### src/rtl/mem_port_arbiter.sv
// Two-requester memory port arbiter (icache / dcache) holding the grant for a BEATS-long line transaction.
// Define MEM_ARB_RR_EN for round-robin on simultaneous requests; default is fixed dcache priority.
module mem_port_arbiter #(
    parameter int ADDR_W = 16,
    parameter int DATA_W = 32,
    parameter int BEATS  = 2
) (
    input  logic              clk,
    input  logic              rst,

    input  logic              i_req_valid,
    input  logic              i_req_rw,
    input  logic [ADDR_W-1:0] i_req_addr,
    input  logic [DATA_W-1:0] i_req_data,
    output logic              i_rsp_ready,
    output logic [DATA_W-1:0] i_rsp_data,

    input  logic              d_req_valid,
    input  logic              d_req_rw,
    input  logic [ADDR_W-1:0] d_req_addr,
    input  logic [DATA_W-1:0] d_req_data,
    output logic              d_rsp_ready,
    output logic [DATA_W-1:0] d_rsp_data,

    output logic              mem_valid,
    output logic              mem_rw,
    output logic [ADDR_W-1:0] mem_addr,
    output logic [DATA_W-1:0] mem_wdata,
    input  logic              mem_ready,
    input  logic [DATA_W-1:0] mem_rdata,

    output logic [1:0]        owner
);

`ifdef MEM_ARB_RR_EN
    localparam bit RR_EN = 1'b1;
`else
    localparam bit RR_EN = 1'b0;
`endif

    localparam int CNT_W = $clog2(BEATS) + 1;
    localparam logic [CNT_W-1:0] LAST_BEAT = CNT_W'(BEATS);

    // Encoding doubles as the debug owner code.
    typedef enum logic [1:0] {
        IDLE    = 2'b00,
        GRANT_I = 2'b01,
        GRANT_D = 2'b10
    } state_t;

    state_t           state, state_nxt;
    logic [CNT_W-1:0] beat_cnt, beat_cnt_nxt;
    logic [CNT_W-1:0] beat_cnt_inc;
    logic             last_is_d, last_is_d_nxt;
    logic             own_valid;

    assign beat_cnt_inc = beat_cnt + CNT_W'(1);
    assign owner        = state;

    always_ff @(posedge clk) begin
        if (rst) begin
            state     <= IDLE;
            beat_cnt  <= '0;
            last_is_d <= 1'b0;
        end else begin
            state     <= state_nxt;
            beat_cnt  <= beat_cnt_nxt;
            last_is_d <= last_is_d_nxt;
        end
    end

    always_comb begin
        state_nxt     = state;
        beat_cnt_nxt  = beat_cnt;
        last_is_d_nxt = last_is_d;
        own_valid     = 1'b0;
        mem_valid     = 1'b0;
        mem_rw        = 1'b0;
        mem_addr      = '0;
        mem_wdata     = '0;
        i_rsp_ready   = 1'b0;
        i_rsp_data    = '0;
        d_rsp_ready   = 1'b0;
        d_rsp_data    = '0;

        unique case (state)
            IDLE: begin
                // RR_EN is constant; with it clear, contention always resolves to dcache.
                if (i_req_valid && d_req_valid)
                    state_nxt = (RR_EN && last_is_d) ? GRANT_I : GRANT_D;
                else if (d_req_valid)
                    state_nxt = GRANT_D;
                else if (i_req_valid)
                    state_nxt = GRANT_I;
            end
            GRANT_I: begin
                own_valid   = i_req_valid;
                mem_valid   = i_req_valid;
                mem_rw      = i_req_rw;
                mem_addr    = i_req_addr;
                mem_wdata   = i_req_data;
                i_rsp_ready = mem_ready;
                i_rsp_data  = mem_rdata;
            end
            GRANT_D: begin
                own_valid   = d_req_valid;
                mem_valid   = d_req_valid;
                mem_rw      = d_req_rw;
                mem_addr    = d_req_addr;
                mem_wdata   = d_req_data;
                d_rsp_ready = mem_ready;
                d_rsp_data  = mem_rdata;
            end
            default: state_nxt = IDLE;
        endcase

        // A beat that lands while the owner drops valid still counts; abort only on a quiet cycle.
        if (state == GRANT_I || state == GRANT_D) begin
            if (mem_ready) begin
                if (beat_cnt_inc == LAST_BEAT) begin
                    beat_cnt_nxt  = '0;
                    last_is_d_nxt = (state == GRANT_D);
                    state_nxt     = IDLE;
                end else begin
                    beat_cnt_nxt = beat_cnt_inc;
                end
            end else if (!own_valid) begin
                beat_cnt_nxt = '0;
                state_nxt    = IDLE;
            end
        end
    end

endmodule

### config.mk
export PLATFORM = sky130hd
export DESIGN_NAME = mem_port_arbiter
export DESIGN_NICKNAME = d
export VERILOG_FILES = /design/src/rtl/mem_port_arbiter.sv
export SDC_FILE = /design/constraint.sdc
export NUM_CORES = 1
export LEC_CHECK = 0
export ABC_AREA = 0
export CAP_MARGIN = 5
export CELL_PAD_IN_SITES_DETAIL_PLACEMENT = 1
export CELL_PAD_IN_SITES_GLOBAL_PLACEMENT = 1
export CORE_MARGIN = 2
export CORE_UTILIZATION = 10
export CTS_BUF_LIST = sky130_fd_sc_hd__clkbuf_4 sky130_fd_sc_hd__clkbuf_8
export DETAILED_ROUTE_END_ITERATION = 10
export GPL_TIMING_DRIVEN = 1
export PLACE_DENSITY = 0.83
export SLEW_MARGIN = 25
export SYNTH_ARGS = -nofsm -noshare
export SYNTH_HDL_FRONTEND = slang
export SYNTH_SLANG_ARGS = --single-unit
### constraint.sdc
create_clock -name clk -period 2.35 [get_ports clk]
set_clock_uncertainty 0.15 [all_clocks]
set_input_delay 0.705 -clock clk [delete_from_list [all_inputs] [get_ports clk]]
set_output_delay 0.705 -clock clk [all_outputs]
set_load 0.005 [all_outputs]
==> qor.tcl <==
set qor(run_status) {finished, violations left}
set qor(failed_checks) {setup timing}
set qor(totalWireLength_mm) 11.1
set qor(synth.avg_cell_area_um2) 6.09
set qor(initial_core_util_pct) 10.3
set qor(total_power_uw) 1690
set qor(htreeDepth) 1
set qor(worst_setup_hold_path_clk_slew_ns) 0.03
set qor(synth.area.top_cells) {and2_1, a22oi_1, nor2_1, dfxtp_1, buf_2}
set qor(synth_mux_area_share_pct) 0
set qor(synthXorXnorAreaFrac_pct) 0
set qor(finalWorstPathRequiredPeriod_ns) 2.40
set qor(finalMaxSlewViolations) 0
set qor(ctsRootBufferMaster) {clkbuf_8}
set qor(viasPerCell) 4.16
set qor(place_worst_setup_slack_ns) -0.474
set qor(drc_viols) 0
set qor(maxCapViolCount) 0
set qor(grt_pass1_vias) 3039
set qor(critPathMaxStageDelay_ns) 0.36
set qor(dieArea_um2) 14000
set qor(synth_top_cell_by_area) {and2_1}
set qor(finalHoldViolations) 0
set qor(yosys_warning_count) 0
set qor(globalRoute.totalOverflow) 0
set qor(io_buffers) 252
set qor(cts_sinks) 4
set qor(pwr_density_cell_nw_per_um2) 391
set qor(final_layout_size_suffix_gt1_share_pct) 38.3
set qor(syn_nets) 353
set qor(area.growth.synth_to_final_pct) 231
set qor(whs_path_depth) 2
set qor(antenna_left) 0
set qor(final_cell_mix) {buf_2, clkdlybuf4s50_1, and2_1, dlygate4sd2_1, nor2_1}
set qor(worst_skew_pair.late_latency_ns) 0.21
set qor(crit_fanout) 8
set qor(n_antenna_cell) 0
set qor(num_io_pins) 253
set qor(drt_first_iter_violations) 38
set qor(vdd_ir_max_uv) 178
set qor(critPathCaptureType) {output pin}
set qor(synth-simple-area-share_pct) 49.6
set qor(grt_start_max_net_pins) 52
set qor(regToRegStartpoint) {owner[1]}
set qor(hpwlAfterDp_mm) 8.01
set qor(path_cells) {inv_4, ha_4, buf_8, clkbuf_16, a22oi_1, nor2_1, buf_2}
set qor(critPathSlowestCell) {dfxtp_4}
set qor(synth_top_family_by_area) {simple AND/OR/NAND/NOR gates}
set qor(synth-seq-cells) 4
set qor(grt_setup_unrepaired) {yes}
set qor(vias) 2719
set qor(r2r_end) {owner[1]}
set qor(num-nets-final) 621
set qor(complex_gate_fraction_of_the_synthesized_area_pct) 32.4
set qor(crit_path_class) {reg -> out}
set qor(num_rows) 41
set qor(timing.hold.worst.class) {reg -> reg}
set qor(slew-limit-headroom_pct) 82.8
set qor(cts.path.max_buffers) 2
set qor(syn_inst) 215
set qor(die-height_um) 118
set qor(core_region_area_um2) 12700
set qor(setup_viol) 11
set qor(crit_end) {mem_wdata[11]}
set qor(critical_path_arrival_ns) 1.54
set qor(cts_tree) {yes}
set qor(yosysTopAreaCellShare_pct) 32.5
set qor(clock.fmax_mhz) 417
set qor(initial_antenna_violation_count) 0
set qor(reg2regPathDepth) 8
set qor(die_x_um) 118
set qor(gpl.final_weighted_congestion) 0.831
set qor(ff2ff_setup_slack_ns) 0.36
set qor(drt-wirelength-per-cell_um) 17.0
set qor(post_synth_fa_ha_maj_area_fraction_pct) 2.87
set qor(timing.final.crit_share_pct) 102
set qor(ys_types) 21
set qor(critPathLaunch) {owner[1]}
set qor(cts-buffers-inserted) 3
set qor(synth_sequential_area_ratio_pct) 6.11
set qor(final.setup.worst_slack_ns) -0.0481
set qor(synthesis.area_um2) 1310
set qor(layout_commonest_cell) {buf_2}
set qor(gr-usage-all-layers_pct) 13.4
set qor(length_of_the_first_detailed_routing_pass_in_iterations) 3
set qor(grt_pass1_wl_mm) 15.5
set qor(cp.required_ns) 1.49
set qor(power_leakage_uw) 0.00216
set qor(worst_setup_path_start_kind) {flip-flop}
set qor(worst_slew_pin_slew_ns) 0.257
## critical path: cells and delay by family, from the launching register on
family	cells	cell delay, ns
buffers and inverters	4	0.49
AND/OR/NAND/NOR	1	0.08
adder cells (fa/ha/maj)	1	0.19
AO/OA/AOI/OAI	1	0.20
flip-flops	1	0.36
## flip-flops by register name, summed over array words and instances (netlist names)
register	cells
beat_cnt	2
owner	2
## what timing repair did
action / CTS / global route
pin swaps: 69 / 53
setup endpoints to repair: 116 / 74
setup buffers: 5 / 3
cloned: 2 / 5
resized for setup: 416 / 100
hold buffers: 0 / 0
## metrics by stage
| step | instance area [µm²] | utilization (%) | TNS (ns) | cells | hold WS (ns) |
|---|---|---|---|---|---|
| 2_1_floorplan | 1310 | - | 0 | 215 | 0.257 |
| 3_3_place_gp | 4170 | 32.7 | -37.73 | 635 | 0.265 |
| 3_5_place_dp | 4170 | 32.7 | -39.91 | 635 | 0.279 |
| 4_1_cts | 4050 | 31.8 | -1.41 | 645 | 0.285 |
| 5_1_grt | 4330 | 34.1 | -2.26 | 653 | 0.340 |
| 6_report | 4330 | 34.1 | -0.0973 | 653 | 0.302 |
## final cells by class
type	count	area (µm²)
fillers	1583	8390
multi-input cells	184	1380
clock buffers	3	41.3
well taps	172	215
repair buffers	286	2590
inverters	4	20.0
flip-flops and latches	4	87.6
## worst min path at each step
stage                      from     endpoint  slack (ns)
finish              beat_cnt[1]  beat_cnt[1]        0.30
floorplan           beat_cnt[1]  beat_cnt[1]        0.26
CTS                 beat_cnt[1]  beat_cnt[1]        0.28
global placement    beat_cnt[1]  beat_cnt[1]        0.27
detailed placement  beat_cnt[1]  beat_cnt[1]        0.28
global route        beat_cnt[1]  beat_cnt[1]        0.34
## report_power, final
| part | switching [µW] | leakage [µW] | internal, µW |
|---|---|---|---|
| registers | 13.7 | 0.0000341 | 80.5 |
| clock network | 29.9 | 0.0000216 | 109 |
| logic | 656 | 0.00211 | 806 |
| total | 700 | 0.00216 | 995 |
## cells in the mapped netlist
library cell	number
nand4b_1	1
o21ai_1	1
nand2_1	2
clkbuf_1	9
a22oi_1	49
dfxtp_1	4
buf_2	14
nand2b_1	1
nor2b_1	1
o21ai_0	1
a311oi_1	1
nor2_1	50
ha_1	3
o311a_1	1
a21oi_1	2
and2_1	68
nand3b_1	1
a22o_1	1
inv_2	1
inv_1	3
a32oi_1	1
## cell families (layout without fill, tap and decap cells)
group,Yosys count,count (layout)
simple gates,124,124
flops,4,4
buf+inv,27,293
compound gates,57,57
fa+ha+maj,3,3
## layer usage
metal	global-route usage, %	wire [µm]	up-vias
li1	-	-	1273
met1	13.2	3990	1271
met2	27.7	6020	165
met3	3.72	918	10
met4	2.08	146	0
met5	0	0	-
No activity file was read; power rests on OpenSTA's default activity.
